[src/rtl/sn74hc4017_pkg.sv]
// Shared constants for the SN74HC4017 decade counter: Johnson codes, pin map
// and decode helpers used by the counter core and the top-level pin wrapper.
package sn74hc4017_pkg;

  typedef logic [4:0] jcode_t;

  typedef struct packed {
    logic       co;
    logic [9:0] q;
  } decode_t;

  localparam jcode_t JC0 = 5'b00000;
  localparam jcode_t JC1 = 5'b00001;
  localparam jcode_t JC2 = 5'b00011;
  localparam jcode_t JC3 = 5'b00111;
  localparam jcode_t JC4 = 5'b01111;
  localparam jcode_t JC5 = 5'b11111;
  localparam jcode_t JC6 = 5'b11110;
  localparam jcode_t JC7 = 5'b11100;
  localparam jcode_t JC8 = 5'b11000;
  localparam jcode_t JC9 = 5'b10000;

  localparam jcode_t JC_TABLE [10] = '{JC0, JC1, JC2, JC3, JC4, JC5, JC6, JC7, JC8, JC9};

  // Package pin carrying Qn, indexed by count n.
  localparam int Q_PIN [10] = '{3, 2, 4, 7, 10, 1, 5, 6, 9, 11};

  localparam logic [3:0] CO_LIMIT      = 4'd5;
  localparam logic [3:0] COUNT_ILLEGAL = 4'hF;

  function automatic logic [3:0] code_to_count(input jcode_t j);
    logic [3:0] c;
    c = COUNT_ILLEGAL;
    for (int n = 0; n < 10; n++) begin
      if (j == JC_TABLE[n]) c = 4'(n);
    end
    return c;
  endfunction

  function automatic int pin_to_q(input int pin);
    int idx;
    idx = 0;
    for (int n = 0; n < 10; n++) begin
      if (Q_PIN[n] == pin) idx = n;
    end
    return idx;
  endfunction

endpackage

[src/rtl/sn74hc4017_if.sv]
// Package-pin bundle of the SN74HC4017 except CLK (P14) and RESET (P15),
// which stay as plain ports on the device.
interface sn74hc4017_if;

  logic p13;
  logic p16;
  logic p8;

  logic p1;
  logic p2;
  logic p3;
  logic p4;
  logic p5;
  logic p6;
  logic p7;
  logic p9;
  logic p10;
  logic p11;
  logic p12;

  modport master (
    input  p13, p16, p8,
    output p1, p2, p3, p4, p5, p6, p7, p9, p10, p11, p12
  );

  modport slave (
    output p13, p16, p8,
    input  p1, p2, p3, p4, p5, p6, p7, p9, p10, p11, p12
  );

endinterface

[src/rtl/sn74hc4017_johnson5.sv]
// Five-stage Johnson register with async reset, count enable and recovery
// from any of the 22 codes outside the decade sequence.
module sn74hc4017_johnson5
  import sn74hc4017_pkg::*;
(
  input  logic   clk,
  input  logic   rst,
  input  logic   en,
  output jcode_t j
);

  // Illegal codes collapse straight to count 0 rather than walking the ring.
  always_ff @(posedge clk or posedge rst) begin
    if (rst) begin
      j <= JC0;
    end else if (en) begin
      if (code_to_count(j) == COUNT_ILLEGAL) begin
        j <= JC0;
      end else begin
        j <= {j[3:0], ~j[4]};
      end
    end
  end

endmodule

[src/rtl/sn74hc4017.sv]
// SN74HC4017 decade counter/divider: power gating, one-hot decode, carry-out
// and mapping of the decoded outputs onto the 16-pin DIP.
module sn74hc4017
  import sn74hc4017_pkg::*;
(
  input  logic         clk,
  input  logic         rst,
  sn74hc4017_if.master pins
);

  logic       powered;
  logic       core_rst;
  logic       core_en;
  jcode_t     j;
  logic [3:0] count;
  decode_t    dec;

  // Unpowered, the part ignores every input and simply keeps its state.
  assign powered  = pins.p16 & ~pins.p8;
  assign core_rst = rst & powered;
  assign core_en  = powered & ~pins.p13;

  sn74hc4017_johnson5 u_johnson5 (
    .clk (clk),
    .rst (core_rst),
    .en  (core_en),
    .j   (j)
  );

  assign count = code_to_count(j);

  always_comb begin
    dec = '0;
    for (int n = 0; n < 10; n++) begin
      dec.q[n] = (j == JC_TABLE[n]);
    end
    dec.co = (count != COUNT_ILLEGAL) && (count < CO_LIMIT);
  end

  localparam int IDX_P1  = pin_to_q(1);
  localparam int IDX_P2  = pin_to_q(2);
  localparam int IDX_P3  = pin_to_q(3);
  localparam int IDX_P4  = pin_to_q(4);
  localparam int IDX_P5  = pin_to_q(5);
  localparam int IDX_P6  = pin_to_q(6);
  localparam int IDX_P7  = pin_to_q(7);
  localparam int IDX_P9  = pin_to_q(9);
  localparam int IDX_P10 = pin_to_q(10);
  localparam int IDX_P11 = pin_to_q(11);

  assign pins.p1  = dec.q[IDX_P1];
  assign pins.p2  = dec.q[IDX_P2];
  assign pins.p3  = dec.q[IDX_P3];
  assign pins.p4  = dec.q[IDX_P4];
  assign pins.p5  = dec.q[IDX_P5];
  assign pins.p6  = dec.q[IDX_P6];
  assign pins.p7  = dec.q[IDX_P7];
  assign pins.p9  = dec.q[IDX_P9];
  assign pins.p10 = dec.q[IDX_P10];
  assign pins.p11 = dec.q[IDX_P11];
  assign pins.p12 = dec.co;

endmodule

[src/flat_wrapper.sv]
// flat-port wrapper written by rule: the top's interface ports become plain ports
module sn74hc4017_flat import sn74hc4017_pkg::*;
  (clk, rst, pins_p13, pins_p16, pins_p8, pins_p1, pins_p2, pins_p3, pins_p4, pins_p5, pins_p6, pins_p7, pins_p9, pins_p10, pins_p11, pins_p12);
  sn74hc4017_if pins_i ();
  input  logic clk;
  input  logic rst;
  input wire logic [$bits(pins_i.p13)-1:0] pins_p13;
  input wire logic [$bits(pins_i.p16)-1:0] pins_p16;
  input wire logic [$bits(pins_i.p8)-1:0] pins_p8;
  output wire logic [$bits(pins_i.p1)-1:0] pins_p1;
  output wire logic [$bits(pins_i.p2)-1:0] pins_p2;
  output wire logic [$bits(pins_i.p3)-1:0] pins_p3;
  output wire logic [$bits(pins_i.p4)-1:0] pins_p4;
  output wire logic [$bits(pins_i.p5)-1:0] pins_p5;
  output wire logic [$bits(pins_i.p6)-1:0] pins_p6;
  output wire logic [$bits(pins_i.p7)-1:0] pins_p7;
  output wire logic [$bits(pins_i.p9)-1:0] pins_p9;
  output wire logic [$bits(pins_i.p10)-1:0] pins_p10;
  output wire logic [$bits(pins_i.p11)-1:0] pins_p11;
  output wire logic [$bits(pins_i.p12)-1:0] pins_p12;
  assign pins_i.p13 = pins_p13;
  assign pins_i.p16 = pins_p16;
  assign pins_i.p8 = pins_p8;
  assign pins_p1 = pins_i.p1;
  assign pins_p2 = pins_i.p2;
  assign pins_p3 = pins_i.p3;
  assign pins_p4 = pins_i.p4;
  assign pins_p5 = pins_i.p5;
  assign pins_p6 = pins_i.p6;
  assign pins_p7 = pins_i.p7;
  assign pins_p9 = pins_i.p9;
  assign pins_p10 = pins_i.p10;
  assign pins_p11 = pins_i.p11;
  assign pins_p12 = pins_i.p12;
  sn74hc4017 u_core (.clk(clk), .rst(rst), .pins(pins_i));
endmodule
[config.mk]
export PLATFORM = sky130hd
export DESIGN_NAME = sn74hc4017_flat
export DESIGN_NICKNAME = d
export VERILOG_FILES = /design/src/rtl/sn74hc4017_pkg.sv /design/src/rtl/sn74hc4017_if.sv /design/src/rtl/sn74hc4017_johnson5.sv /design/src/rtl/sn74hc4017.sv /design/src/flat_wrapper.sv
export SDC_FILE = /design/constraint.sdc
export NUM_CORES = 1
export LEC_CHECK = 0
export BUFFER_PORTS_ARGS = -buffer_cell sky130_fd_sc_hd__buf_2
export CAP_MARGIN = 30
export CORE_AREA = 2 2 39 41
export CTS_CLUSTER_DIAMETER = 150
export CTS_CLUSTER_SIZE = 10
export DETAILED_ROUTE_END_ITERATION = 16
export DIE_AREA = 0 0 41 43
export PLACE_DENSITY = 0.63
export SLEW_MARGIN = 20
export SYNTH_ARGS = -nofsm -noshare
export SYNTH_HDL_FRONTEND = slang
export SYNTH_SLANG_ARGS = --single-unit
[constraint.sdc]
create_clock -name clk -period 2 [get_ports clk]
set_clock_uncertainty 0.2 [all_clocks]
set_input_delay 0.3 -clock clk [delete_from_list [all_inputs] [get_ports clk]]
set_output_delay 0.3 -clock clk [all_outputs]
set_load 0.05 [all_outputs]
Yosys cells after proc, flatten, opt, wreduce, memory -nomap -nowiden
Cells that the tools add are included.
{"block": "totals", "in_bits": 5, "regBits": 5}
{"block": "op_classes", "n_eq_ne": 11, "muxes": 12, "reduce_logical": 2, "n_bitwise": 6, "magnitude_cmp": 1}
{"operator": "4-bit two-way mux", "count": 11}
{"operator": "5-bit == test (second input constant)", "count": 5}
{"operator": "5-bit by 1-bit == test with 1-bit output (second input constant)", "count": 1}
{"operator": "5-bit by 2-bit == test with 1-bit output (second input constant)", "count": 1}
{"operator": "5-bit by 3-bit == test with 1-bit output (second input constant)", "count": 1}
{"operator": "5-bit by 4-bit == test with 1-bit output (second input constant)", "count": 1}
{"operator": "5-bit zero test", "count": 1}
{"operator": "5-bit two-way mux", "count": 1}
{"operator": "4-bit == test (second input constant)", "count": 1}
{"operator": "4-bit by 3-bit < comparator with 1-bit output (second input constant)", "count": 1}
{"operator": "4-bit != test (second input constant)", "count": 1}
{"operator": "1-bit AND", "count": 3}
{"operator": "1-bit inverter", "count": 3}
{"operator": "1-bit logical AND", "count": 1}

Longest topological paths before layout
{"block": "depth", "ltp_word": 14, "ltp_mapped": 4, "depth_no_buf": 3}

Hierarchy
A second synthesis with hierarchy kept.
{"block": "hier_totals", "cells_unflattened": 56, "hier_area_um2": 450.4}
{"mod": "sn74hc4017_johnson5", "cells_per_inst": 32, "seq_area_each_um2": 125.1, "instances": 1, "area_each_um2": 300.3}
{"mod": "sn74hc4017", "cells_per_inst": 24, "seq_area_each_um2": 0.0, "instances": 1, "area_each_um2": 150.1}

Least setup slack after synthesis
No wires, ideal clock.
{"block": "synth_path", "path_type": "register -> output", "from": "register u_core.u_johnson5.j[0]", "to": "output port pins_p12", "setup_slack_ns": -0.863, "path_stages_with_launch": 4, "arrival_time_ns": 2.363, "path_cell_list": "dfrtp_1 > buf_2 > inv_2 > a2111oi_1"}
{"block": "synth_between", "elab_chain_cells": 13, "elab_cells_between_ends": 23, "classes_between": "1 x order compare; 10 x eq/ne; 10 x mux; 2 x reduce/logical"}
{"item": "from (decl)", "line_no": "sn74hc4017_johnson5.sv:9", "source": "output jcode_t j"}
{"item": "from (signal assigned)", "line_no": "sn74hc4017_johnson5.sv:20", "source": "j <= {j[3:0], ~j[4]};"}
{"item": "5-bit zero test", "line_no": "sn74hc4017_pkg.sv:35", "source": "if (j == JC_TABLE[n]) c = 4'(n);"}
{"item": "4-bit two-way mux (9 in series)", "line_no": "sn74hc4017_pkg.sv:35"}
{"item": "4-bit two-way mux (*)", "line_no": "sn74hc4017_pkg.sv:35"}
{"item": "4-bit by 3-bit < comparator with 1-bit output or 4-bit != test (tied branches)", "line_no": "sn74hc4017.sv:37", "source": "dec.co = (count != COUNT_ILLEGAL) && (count < CO_LIMIT);"}
{"item": "1-bit logical AND (*)", "line_no": "sn74hc4017.sv:37"}
{"item": "to (decl)", "line_no": "flat_wrapper.sv:20", "source": "output wire logic [$bits(pins_i.p12)-1:0] pins_p12;"}
Every way passes the cells marked *; elsewhere a longest branch is shown, timed or not.

Worst setup path in the final report
{"block": "layout_path", "from": "register u_core.u_johnson5.j[3]", "to": "output port pins_p11"}
{"block": "layout_between", "elab_chain_cells": 1}
{"item": "5-bit == test", "line_no": "sn74hc4017.sv:35", "source": "dec.q[n] = (j == JC_TABLE[n]);"}
{"item": "to (decl)", "line_no": "flat_wrapper.sv:19", "source": "output wire logic [$bits(pins_i.p11)-1:0] pins_p11;"}
Every way passes these cells.

==> reports/results.ini <==
[placed_design]
numPortBuffers = 15
place_congestion = 0.790
place_ws_ns = 0.217
place_hpwl_um = 820

[yosys]
syn-num-nets = 59
synth.avg_cell_area_um2 = 8.02
dominantRegCellSynth = dfrtp_1
synth_most_common_cell = nand2_1
synth_edf_count = 0
ys_async_sr_fraction_pct = 100
yosysTopAreaCellShare_pct = 28.9
syn-cell-area_um2 = 433
synth_area_leaders = dfrtp_1, nand2_1, o2111ai_1
synthCells = 54
synth-seq-cells = 5
synthTopCellsByCount = nand2_1, dfrtp_1, nand3_1
yosys_warnings = 0
synthDistinctLibCells = 25
yosysSeqAreaShare_pct = 28.9
yosys.area.top_type = dfrtp_1

[routing]
drt_wl_total_um = 1030
dr.pass1.iters = 2
vias = 477
dr.first_iter.drc_count = 3
ant_nets = 0
drcViolationCount = 0
routedWlPerCell_um = 11.2
viasPerCell = 5.18

[setup_path]
cp-start-kind = flip-flop
slowest_stage = dfrtp_2
critical_path_class = flip-flop to primary output
critPathRequiredTime_ns = 1.50
cp_max_fo = 9
path_cells = or3_1, nor3b_2, buf_6
crit_buf_inv = 1
reg2reg_slack_ns = 0.60
critPathMaxStageDelay_ns = 0.46
endpoint_kind = primary output
worstPathArrival_ns = 1.43
path_delay_family = simple AND/OR/NAND/NOR gates

[cells_and_area]
reg_top3 = u_core.u_johnson5.j: 5 flops
drive_above_1_share_pct = 48.7
utilization_pct = 45.9
nets = 82
syn2layout_area_growth_pct = 46.8
diodes = 0
largest_reg_flops = 5
largest_register = u_core.u_johnson5.j

[floorplanning]
dieWidth_um = 41
start_util_pct = 31.3
io_pins = 16
row_count = 14
die-area_mm2 = 0.00176
core_mm2 = 0.00138
die_y_um = 43

[power_and_ir_drop]
p_leak_nw = 0.288
ir_drop_mv = 0.463
p_per_area_mw_per_mm2 = 1340

[global_route]
grt_max_degree = 13
grt_pass1_vias = 429
antenna_found_initial = 0
grt_overflow = 0
grt_util_all_layers_pct = 14.5
grt_pass1_wl_um = 1790

[clocking]
insertion_delay_ns = 0.24
clock-root-buffer = clkbuf_4
clock_tree.buffer_depth = 2
cts_tree = built
cts_buffers = 3
clock_sinks = 5
clk_pin_slew_worst_paths_ns = 0.05
h-tree-depth = 1

[timing]
setup_violations = 0
report.final.slew_viol_count = 0
period_needed_ns = 1.93
clock.fmax_mhz = 519
worstMarginPinSlew_ns = 0.238
period_share_pct = 96.3
slew_headroom_pct = 83.9
hold_slack_ns = 0.198
finalHoldViolCount = 0
fin_tns_setup_ns = 0
setup_ws_ns = 0.0738

[job]
maxCapViolations = 0

[worst_hold_path]
hold_class = input pin to flip-flop

[run_status]
status = finished clean

logic make-up after synthesis:
group                  count (synthesis)  share of synthesized area, %
AOI/OAI and AO/OA                      9                          18.5
buffers and inverters                  7                          8.09
DFF                                    5                          28.9
and+or+nand+nor                       33                          44.5
tightest hold or removal path, stage by stage:
cell	delay, ns
buf_2	0.11
nor3b_2	0.06
o22ai_2	0.13
layer usage:
| layer | global-route usage, % | vias to the layer above | share of wire (%) |
|---|---|---|---|
| met5 | 0 | - | 0 |
| met4 | 8.00 | 0 | 0 |
| met3 | 0 | 0 | 1.8 |
| met2 | 21.6 | 7 | 52 |
| met1 | 20.4 | 223 | 46 |
| li1 | - | 247 | - |
layout by cell type (no fill, tap or decap), types with 3 or more instances in the layout:
cell and count:
buf_2 12, nand2_1 7, buf_4 7, nand3_1 5, clkbuf_4 4, nor3b_2 3, or3_1 3, o2111ai_1 3
nor2b_1 3, nor2_1 3, dfrtp_1 3
worst paths after layout:
check,endpoint,from,cells past startpoint
max in group asynchronous,u_core.u_johnson5.j[3],rst,4
hold / removal,u_core.u_johnson5.j[0],pins_p13,3
setup / recovery,pins_p11,u_core.u_johnson5.j[3],3
hold reg to reg,u_core.u_johnson5.j[0],u_core.u_johnson5.j[4],1
setup reg to reg,u_core.u_johnson5.j[0],u_core.u_johnson5.j[3],3
min in group asynchronous,u_core.u_johnson5.j[0],pins_p16,3
final cells by class:
type | count | area (µm²)
Clock buffer | 3 | 22.5
Clock inverter | 1 | 5.00
Fill cell | 138 | 748
Inverter | 2 | 7.51
Multi-Input combinational cell | 42 | 302
Sequential cell | 5 | 128
Tap cell | 16 | 20.0
Timing Repair Buffer | 23 | 151
timing repair:
| action | 4_1_cts | 5_1_grt |
|---|---|---|
| resized for setup | 2 | 5 |
| buffers inserted | 0 | 1 |
| endpoints found under the hold margin | 5 | 0 |
| hold buffers | 2 | 0 |
| endpoints found under the setup margin | 2 | 6 |
metrics by stage:
step | area, µm² | std cells | total power (W)
global placement | 564 | 85 | 0.000682
finish | 636 | 92 | 0.000852
floorplan | 459 | 54 | 0.000585
CTS | 617 | 91 | 0.000826
detailed placement | 564 | 85 | 0.000687
global route | 636 | 92 | 0.000921
report_power, final:
| group | switching, W | internal, W | leakage (nW) |
|---|---|---|---|
| Sequential | 0.0000533 | 0.000134 | 0.0629 |
| Combinational | 0.000349 | 0.000199 | 0.207 |
| Clock | 0.0000441 | 0.0000725 | 0.0177 |
Power figures use the tool's default switching activity.
